===== src/rtl/laser500_pkg.sv =====
// Shared types and default constants for the Laser 500 SDRAM port arbiter.
package laser500_pkg;

  // Which requester currently owns the SDRAM port.
  typedef enum logic [1:0] {
    OWN_NONE = 2'd0,
    OWN_DIO  = 2'd1,
    OWN_VID  = 2'd2,
    OWN_CPU  = 2'd3
  } owner_t;

  // Arbiter FSM: IDLE picks a winner, BUSY waits for mem_ack or the timeout.
  typedef enum logic {
    ST_IDLE = 1'b0,
    ST_BUSY = 1'b1
  } state_t;

  // Consecutive video grants allowed while the CPU is waiting.
  localparam int VID_MAX_RUN = 4;
  // Cycles spent in BUSY without mem_ack before the access is abandoned.
  localparam int TIMEOUT     = 15;

endpackage


===== src/rtl/sdram_arbiter_req_latch.sv =====
// Single-entry pending slot for a pulsed write requester. A write strobe
// captures address/data and raises pend_o until the slot is granted. A strobe
// landing on an already-pending slot overwrites it and flags a sticky overrun;
// a strobe landing in the grant cycle simply refills the slot.
module arb_req_latch #(
  parameter int ADDR_W = 25,
  parameter int DATA_W = 8
) (
  input  logic              clk,
  input  logic              reset_n,
  input  logic              wr_i,
  input  logic [ADDR_W-1:0] addr_i,
  input  logic [DATA_W-1:0] data_i,
  input  logic              grant_i,
  output logic              pend_o,
  output logic [ADDR_W-1:0] addr_o,
  output logic [DATA_W-1:0] data_o,
  output logic              overrun_o
);

  logic              pend_q, pend_d;
  logic [ADDR_W-1:0] addr_q, addr_d;
  logic [DATA_W-1:0] data_q, data_d;
  logic              overrun_q, overrun_d;

  // Slot next-state: grant empties the slot, a new strobe refills it.
  always_comb begin
    // NOTE: every variable gets a default first so no path leaves it unassigned (no latch).
    pend_d    = pend_q;
    addr_d    = addr_q;
    data_d    = data_q;
    overrun_d = overrun_q;
    if (grant_i) pend_d = 1'b0;
    if (wr_i) begin
      pend_d = 1'b1;
      addr_d = addr_i;
      data_d = data_i;
      if (pend_q && !grant_i) overrun_d = 1'b1;
    end
  end

  // Slot registers.
  always_ff @(posedge clk or negedge reset_n) begin
    // NOTE: sequential state uses non-blocking assignments so all registers update together.
    if (!reset_n) begin
      pend_q    <= 1'b0;
      addr_q    <= '0;
      data_q    <= '0;
      overrun_q <= 1'b0;
    end else begin
      pend_q    <= pend_d;
      addr_q    <= addr_d;
      data_q    <= data_d;
      overrun_q <= overrun_d;
    end
  end

  assign pend_o    = pend_q;
  assign addr_o    = addr_q;
  assign data_o    = data_q;
  assign overrun_o = overrun_q;

endmodule


===== src/rtl/sdram_arbiter.sv =====
// Shares one SDRAM controller port between ROM download, video fetch and the
// Z80 CPU. Download beats video beats CPU, except that the CPU is let in after
// VID_MAX_RUN video grants so it cannot starve. The CPU is held with WAIT_n.
module sdram_arbiter
  import laser500_pkg::*;
#(
  parameter int ADDR_W      = 25,
  parameter int VID_MAX_RUN = laser500_pkg::VID_MAX_RUN,
  parameter int TIMEOUT     = laser500_pkg::TIMEOUT
) (
  input  logic              clk,
  input  logic              reset_n,
  input  logic              dio_wr,
  input  logic [ADDR_W-1:0] dio_addr,
  input  logic [7:0]        dio_data,
  output logic              dio_overrun,
  input  logic              vid_req,
  input  logic [ADDR_W-1:0] vid_addr,
  output logic              vid_ack,
  input  logic              cpu_req,
  input  logic              cpu_we,
  input  logic [15:0]       cpu_addr,
  input  logic [7:0]        cpu_wdata,
  output logic [7:0]        cpu_rdata,
  output logic              cpu_wait_n,
  output logic              mem_req,
  output logic              mem_we,
  output logic [ADDR_W-1:0] mem_addr,
  output logic [7:0]        mem_wdata,
  input  logic              mem_ack,
  input  logic [7:0]        mem_rdata,
  output logic              arb_error
);

  localparam int RUN_W = $clog2(VID_MAX_RUN + 1);
  localparam int TMO_W = $clog2(TIMEOUT + 1);
  localparam logic [RUN_W-1:0] RUN_LIMIT = RUN_W'(VID_MAX_RUN);
  localparam logic [TMO_W-1:0] TMO_LAST  = TMO_W'(TIMEOUT - 1);

  state_t            state_q, state_d;
  owner_t            owner_q, owner_d;
  owner_t            winner;
  logic              mem_req_q, mem_req_d;
  logic              mem_we_q, mem_we_d;
  logic [ADDR_W-1:0] mem_addr_q, mem_addr_d;
  logic [7:0]        mem_wdata_q, mem_wdata_d;
  logic [RUN_W-1:0]  run_q, run_d;
  logic [TMO_W-1:0]  tmo_q, tmo_d;
  logic              arb_error_q, arb_error_d;
  logic              cpu_req_q, cpu_pend_q, cpu_pend_d;
  logic              cpu_wait_n_q, cpu_wait_n_d;
  logic [7:0]        cpu_rdata_q, cpu_rdata_d;
  logic              dio_pend, dio_grant;
  logic [ADDR_W-1:0] dio_slot_addr;
  logic [7:0]        dio_slot_data;
  logic              timed_out, xfer_done, cpu_done, cpu_rise;

  arb_req_latch #(
    .ADDR_W (ADDR_W),
    .DATA_W (8)
  ) u_dio_latch (
    .clk       (clk),
    .reset_n   (reset_n),
    .wr_i      (dio_wr),
    .addr_i    (dio_addr),
    .data_i    (dio_data),
    .grant_i   (dio_grant),
    .pend_o    (dio_pend),
    .addr_o    (dio_slot_addr),
    .data_o    (dio_slot_data),
    .overrun_o (dio_overrun)
  );

  // A new CPU access only starts on a rising request, never on a held level.
  assign cpu_rise  = cpu_req && !cpu_req_q;
  assign timed_out = (state_q == ST_BUSY) && !mem_ack && (tmo_q == TMO_LAST);
  assign xfer_done = (state_q == ST_BUSY) && (mem_ack || timed_out);
  assign cpu_done  = xfer_done && (owner_q == OWN_CPU);
  assign dio_grant = (state_q == ST_IDLE) && (winner == OWN_DIO);

  // Priority pick; the CPU jumps the video queue once the run limit is hit.
  always_comb begin
    winner = OWN_NONE;
    if (dio_pend)                              winner = OWN_DIO;
    else if (cpu_pend_q && run_q == RUN_LIMIT) winner = OWN_CPU;
    else if (vid_req)                          winner = OWN_VID;
    else if (cpu_pend_q)                       winner = OWN_CPU;
  end

  // Port FSM: launch the winner from IDLE, hold mem_* stable through BUSY.
  always_comb begin
    state_d     = state_q;
    owner_d     = owner_q;
    mem_req_d   = mem_req_q;
    mem_we_d    = mem_we_q;
    mem_addr_d  = mem_addr_q;
    mem_wdata_d = mem_wdata_q;
    run_d       = run_q;
    tmo_d       = tmo_q;
    arb_error_d = arb_error_q;
    case (state_q)
      ST_IDLE: begin
        if (winner != OWN_NONE) begin
          state_d   = ST_BUSY;
          owner_d   = winner;
          mem_req_d = 1'b1;
          tmo_d     = '0;
          case (winner)
            OWN_DIO: begin
              mem_we_d    = 1'b1;
              mem_addr_d  = dio_slot_addr;
              mem_wdata_d = dio_slot_data;
            end
            OWN_VID: begin
              mem_we_d    = 1'b0;
              mem_addr_d  = vid_addr;
              mem_wdata_d = '0;
              if (cpu_pend_q) run_d = run_q + RUN_W'(1);
            end
            OWN_CPU: begin
              mem_we_d    = cpu_we;
              mem_addr_d  = ADDR_W'(cpu_addr);
              mem_wdata_d = cpu_wdata;
              run_d       = '0;
            end
            default: ;
          endcase
        end
      end
      ST_BUSY: begin
        if (xfer_done) begin
          state_d   = ST_IDLE;
          owner_d   = OWN_NONE;
          mem_req_d = 1'b0;
          if (timed_out) arb_error_d = 1'b1;
        end else begin
          tmo_d = tmo_q + TMO_W'(1);
        end
      end
      default: state_d = ST_IDLE;
    endcase
  end

  // CPU handshake: stall on a new request, release and return data on completion.
  always_comb begin
    cpu_pend_d   = cpu_pend_q;
    cpu_wait_n_d = cpu_wait_n_q;
    cpu_rdata_d  = cpu_rdata_q;
    if (cpu_done) begin
      cpu_pend_d   = 1'b0;
      cpu_wait_n_d = 1'b1;
      if (!mem_we_q) cpu_rdata_d = mem_ack ? mem_rdata : 8'hFF;
    end
    if (cpu_rise) begin
      cpu_pend_d   = 1'b1;
      cpu_wait_n_d = 1'b0;
    end
  end

  // State registers; reset abandons any access in flight.
  always_ff @(posedge clk or negedge reset_n) begin
    if (!reset_n) begin
      state_q      <= ST_IDLE;
      owner_q      <= OWN_NONE;
      mem_req_q    <= 1'b0;
      mem_we_q     <= 1'b0;
      mem_addr_q   <= '0;
      mem_wdata_q  <= '0;
      run_q        <= '0;
      tmo_q        <= '0;
      arb_error_q  <= 1'b0;
      cpu_req_q    <= 1'b0;
      cpu_pend_q   <= 1'b0;
      cpu_wait_n_q <= 1'b1;
      cpu_rdata_q  <= '0;
    end else begin
      state_q      <= state_d;
      owner_q      <= owner_d;
      mem_req_q    <= mem_req_d;
      mem_we_q     <= mem_we_d;
      mem_addr_q   <= mem_addr_d;
      mem_wdata_q  <= mem_wdata_d;
      run_q        <= run_d;
      tmo_q        <= tmo_d;
      arb_error_q  <= arb_error_d;
      cpu_req_q    <= cpu_req;
      cpu_pend_q   <= cpu_pend_d;
      cpu_wait_n_q <= cpu_wait_n_d;
      cpu_rdata_q  <= cpu_rdata_d;
    end
  end

  // Video data is taken straight from mem_rdata, so its ack rides with mem_ack.
  assign vid_ack    = xfer_done && (owner_q == OWN_VID);
  assign mem_req    = mem_req_q;
  assign mem_we     = mem_we_q;
  assign mem_addr   = mem_addr_q;
  assign mem_wdata  = mem_wdata_q;
  assign cpu_wait_n = cpu_wait_n_q;
  assign cpu_rdata  = cpu_rdata_q;
  assign arb_error  = arb_error_q;

endmodule


===== config.mk =====
export PLATFORM = sky130hd
export DESIGN_NAME = sdram_arbiter
export DESIGN_NICKNAME = d
export VERILOG_FILES = /design/src/rtl/laser500_pkg.sv /design/src/rtl/sdram_arbiter_req_latch.sv /design/src/rtl/sdram_arbiter.sv
export SDC_FILE = /design/constraint.sdc
export NUM_CORES = 1
export LEC_CHECK = 0
export CAP_MARGIN = 15
export CORE_ASPECT_RATIO = 1.4
export CORE_MARGIN = 3
export CORE_UTILIZATION = 41
export DETAILED_ROUTE_END_ITERATION = 8
export GPL_ROUTABILITY_DRIVEN = 0
export MAX_ROUTING_LAYER = met4
export PLACE_DENSITY = 0.79
export SYNTH_ARGS = -nofsm -noshare
export SYNTH_HDL_FRONTEND = slang
export SYNTH_SLANG_ARGS = --single-unit

===== constraint.sdc =====
create_clock -name clk -period 1.6 [get_ports clk]
set_input_delay 0.32 -clock clk [delete_from_list [all_inputs] [get_ports clk]]
set_output_delay 0.32 -clock clk [all_outputs]
set_load 0.01 [all_outputs]

======== Word-level counts from Yosys, hierarchy flattened ========
Cells that the tools add are included.
Widths: inputs -> output; s select.
word-level totals
  flip-flop bits (word level) ............. 92
  input port bits ......................... 97
  output and inout port bits .............. 47
  logic and storage cells ................. 85
operators by class
  add/sub/neg operators ................... 2
  equal/unequal tests ..................... 11
  mux-type cells .......................... 28
  bitwise operators ....................... 2
  reduce and logical (&&, ||, !) cells .... 25
operators with widths
  cell                 number
  $pmux 25 s3          1
  $pmux 8 s3           1
  $mux 2               6
  $mux 1               10
  $logic_and 1x1->1    9
  $eq 2x2->1 const B   4
  $mux 4               2
  $mux 8               1
  $pmux 4 s2           1
  $reduce_and 2->1     4
  $reduce_bool 2->1    4
  $pmux 3 s2           1
  $reduce_and 3->1     2
  $add 4x1->4 const B  1
  $eq 4x4->1 const B   1
  $ne 2x1->1 const B   2
  $ne 2x2->1 const B   2
  $pmux 1 s2           2
  $pmux 2 s2           1
  $reduce_and 4->1     1
  $add 3x1->3 const B  1
  $eq 3x3->1 const B   1
  $logic_not 1->1      3
  $mux 3               1
  5 further kinds      6

======== Logic depth before layout (Yosys ltp) ========
  depth in word-level cells ............... 9
  mapped depth ............................ 7

======== Hierarchy ========
Synthesis repeated with hierarchy kept, for this count alone.
second synthesis, totals
  cell total of the unflattened synthesis .. 336
  area total of the unflattened synthesis .. 4406.7 µm²
modules (own cells, without submodules)
  module         times used  cells each  area an instance (µm²)  seq. area each (µm²)
  sdram_arbiter  1           261         2962.8                  1427.6
  arb_req_latch  1           75          1443.9                  875.8

======== Worst setup path after synthesis ========
Ideal clock, no wire load.
  kind .................................... register to register
  start point ............................. reg tmo_q[0]
  end point ............................... reg cpu_rdata_q[0], in the netlist cpu_rdata[0]
  setup time .............................. 0.125 ns
  arrival time ............................ 1.505 ns
  data required time ...................... 1.475 ns
  path slack .............................. -0.030 ns
  stages on the path, launching flop included .. 6
  buffers on the path ..................... 0
  clock period less this slack ............ 1.630 ns
  cell sequence ........................... dfrtp_1 inv_1 ha_1 a31oi_1 nor3_4 mux2_2
between the ends
  cells in the longest elaborated chain, start to end .. 6
RTL lines
  item                               line                  text
  start, declared                    sdram_arbiter.sv:48   logic [TMO_W-1:0] tmo_q, tmo_d;
  start signal, assigned             sdram_arbiter.sv:184  tmo_q <= tmo_d;
  $eq 4x4->1                         sdram_arbiter.sv:76   assign timed_out = (state_q == ST_BUSY) && !mem_ack && (tmo_q == TMO_LAST);
  $logic_and 1x1->1                  sdram_arbiter.sv:76
  $logic_or 1x1->1                   sdram_arbiter.sv:77   assign xfer_done = (state_q == ST_BUSY) && (mem_ack || timed_out);
  $logic_and 1x1->1                  sdram_arbiter.sv:77
  $logic_and 1x1->1                  sdram_arbiter.sv:78   assign cpu_done = xfer_done && (owner_q == OWN_CPU);
  $reduce_and 2->1 (no source line)  --
  end signal, assigned               sdram_arbiter.sv:189  cpu_rdata_q <= cpu_rdata_d;
  end, declared                      sdram_arbiter.sv:52   logic [7:0] cpu_rdata_q, cpu_rdata_d;
No other way between the ends.
A chain may end at the register's enable or synchronous reset.

======== Final worst setup path ========
  start point ............................. reg tmo_q[0]
  end point ............................... out vid_ack
between the ends
  cells in the longest elaborated chain, start to end .. 5
RTL lines
  item               line                  text
  $eq 4x4->1         sdram_arbiter.sv:76
  $logic_and 1x1->1  sdram_arbiter.sv:76
  $logic_or 1x1->1   sdram_arbiter.sv:77
  $logic_and 1x1->1  sdram_arbiter.sv:77
  $logic_and 1x1->1  sdram_arbiter.sv:194  assign vid_ack = xfer_done && (owner_q == OWN_VID);
  end, declared      sdram_arbiter.sv:19   output logic vid_ack,
No other way between the ends.

==> flow_summary.yaml <==
clock_tree:
  cts_tree: "built"
  htreeDepth: 3
  cts_root_buf: "clkbuf_16"
  cts_buffers: 9
  clock_sinks: 92
  path_clk_slew_ns: 0.06
  clock_path_buffers: 2
  clk_latency_ns: 0.34
final_layout:
  layout.nets: 598
  final_common_cell: "clkdlybuf4s50_1"
  area_growth_pct: 53.0
  final_cell_mix: "clkdlybuf4s50_1 (121), dfrtp_1 (90), mux2_2 (41)"
  n_antenna_cell: 0
  layout-drive-gt1-share_pct: 25.9
grt:
  antenna_found_initial: 0
  grt_pass1_vias: 3759
  overflow: 0
  grt_max_degree: 37
  grt.total_usage_pct: 21.1
  grt_pass1_wl_mm: 18.5
worst_setup_path:
  cp.required_ns: 1.28
  critPathKind: "reg2out"
  cp_max_fo: 2
  startpoint_type: "register"
  crit_path_start: "tmo_q[0]"
  end_kind: "output pin"
  r2r_start: "tmo_q[0]"
  crit_arrival_ns: 1.50
power_and_ir_drop:
  p_sw_mw: 3.39
  pwr-share-clk_pct: 20.8
  sw_frac_of_total_pct: 33.4
  seqPwrFrac_pct: 35.0
  p_int_mw: 6.75
  power_density_nw_per_um2: 1570
  combPwrFrac_pct: 44.2
  p_leak_nw: 2.74
  ir_drop_mv: 0.915
floorplan:
  fp.dieH_um: 126
  ios: 144
  die_area_um2: 11600
  rows: 43
  chipWidth_um: 91.9
  core_um2: 10000
  start_util_pct: 42.3
sta:
  setup_slack_ns: -0.215
  hold_slack_ns: 0.373
  worst_slew_margin_rel_pct: 53.3
  setup_viol_count_final: 9
  fin_skew_ns: 0.00637
  post-route-period-util_pct: 113
  worst_pin_slew_ns: 0.699
  fmaxAchievable_ghz: 0.551
  hold_violations: 0
  slew_violations: 0
  fin_crit_ns: 1.82
  finalSetupTns_ns: -0.390
  rsz0062_at_grt: "true"
min_path:
  worstHoldStart: "vid_req"
  hp-class: "in2reg"
logic_synthesis:
  ys_seq_area_share_pct: 54.4
  synth.net_count: 435
  ys_seq_elements: 92
  ys_warn_count: 0
  synth_area_um2: 4230
  avgSynthCellArea_um2: 12.7
  synthCells: 334
  synthDistinctLibCells: 40
drt:
  dr_total_vias: 3557
  drt-initial-drc-count: 187
  via_per_inst: 5.58
  drc: 0
  drt_pass1_iterations: 4
  wl_mm: 11.8
  ant_nets: 0
  wl_per_cell_um: 18.5
place:
  dp_hpwl_mm: 8.69
  io_buffers: 143
status:
  violations: "setup timing"
  status: "finished with violations"
run:
  drv_cap: 0
## cells in the mapped netlist, drive strengths merged
| cell | count | share of area, % |
|---|---|---|
| a311oi | 16 | 4.8 |
| inv | 6 | 0.53 |
| clkbuf | 10 | 0.89 |
| or2 | 1 | 0.15 |
| mux2i | 1 | 0.24 |
| a22o | 2 | 0.41 |
| nor2b | 4 | 0.59 |
| a21o | 3 | 0.53 |
| o22ai | 4 | 0.59 |
| o2bb2ai | 1 | 0.21 |
| a31o | 1 | 0.21 |
| a21bo | 1 | 0.24 |
| nor4 | 1 | 0.15 |
| mux2 | 42 | 11 |
| a32oi | 33 | 6.8 |
| dfstp | 1 | 0.62 |
| nor2 | 3 | 0.33 |
| a31oi | 2 | 0.30 |
| buf | 22 | 3.4 |
| ha | 4 | 1.2 |
| o21a | 1 | 0.18 |
| o21bai | 1 | 0.27 |
| dfrtp | 91 | 54 |
| o32ai | 1 | 0.21 |
| nor3 | 3 | 0.89 |
| o22a | 1 | 0.21 |
| a21oi | 1 | 0.12 |
| nor3b | 1 | 0.18 |
| a2bb2oi | 16 | 3.3 |
| o21ai | 41 | 4.8 |
| nand2b | 11 | 1.6 |
| nand3 | 6 | 0.71 |
| and3 | 1 | 0.15 |
| or3b | 1 | 0.21 |
## path summary, 6_finish.rpt
| path | to | slack [ns] | cells past startpoint |
|---|---|---|---|
| min | run_q[2] | 0.37 | 2 |
| max | vid_ack | -0.22 | 6 |
| max reg2reg | cpu_rdata[2] | -0.03 | 7 |
| min reg2reg | arb_error | 0.45 | 1 |
| min in group asynchronous | mem_req | 0.53 | 2 |
| max in group asynchronous | mem_addr[24] | 0.55 | 3 |
## area by class of cell
| type | instances | area [um^2] |
|---|---|---|
| fillers | 779 | 3530 |
| flip-flops and latches | 92 | 2300 |
| repair buffers | 184 | 1870 |
| multi-input cells | 204 | 1810 |
| clock buffers | 9 | 225 |
| well taps | 135 | 169 |
| clock inverters | 7 | 76.3 |
| inverters | 6 | 22.5 |
## worst max-delay path, cell delays in order, from the launching register on
cell     delay (ns)
dfrtp_1        0.39
inv_2          0.08
ha_4           0.12
and3_4         0.18
o21ai_4        0.06
nor3b_2        0.18
buf_2          0.16
## repair_timing
action	in CTS	in global routing
setup buffers	2	3
hold endpoints to repair	33	0
setup endpoints to repair	36	32
pin swaps	1	5
resized for setup	15	24
hold buffers	1	0
## per-layer routing
metal  up-vias  share of wire (%)  global-route usage [%]
met5         -                  0                       -
li1       1628                  -                       -
met1      1773                 38                    23.0
met4         0                2.5                    9.19
met2       132                 56                    38.3
met3        24                4.1                    2.33
## power by group through the flow
stage	registers [mW]	logic (mW)	clock network, mW
finish	3.55	4.48	2.11
global route	3.64	4.82	2.25
CTS	3.55	4.50	2.16
detailed placement	3.57	4.42	0
global placement	3.55	4.28	0
floorplan	3.74	2.00	0
## sequential cells by signal, summed over array words and instances (netlist names), 2 cells and up
name                count
u_dio_latch.addr_o     25
tmo_q                   4
u_dio_latch.data_o      8
owner_q                 2
mem_addr               25
run_q                   3
cpu_rdata               8
mem_wdata               8
## through the flow
step / power, mW / cells / worst slack [ns] / utilization (%) / cell area [um^2]
after floorplan: 5.74 / 334 / 0.00644 / - / 4230
after global placement: 7.84 / 616 / -0.374 / 60.2 / 6020
after detailed placement: 7.99 / 616 / -0.431 / 60.2 / 6020
after CTS: 10.2 / 635 / -0.226 / 63.7 / 6380
after global routing: 10.7 / 637 / -0.303 / 64.7 / 6470
final: 10.1 / 637 / -0.215 / 64.7 / 6470
## logic make-up after synthesis
| family | synth area share [%] |
|---|---|
| AOI/OAI and AO/OA | 23.2 |
| DFF | 54.4 |
| muxes | 11.4 |
| buffers and inverters | 4.79 |
| and+or+nand+nor | 4.97 |
| adders and majority gates | 1.18 |
(Power assumes the default switching activity.)
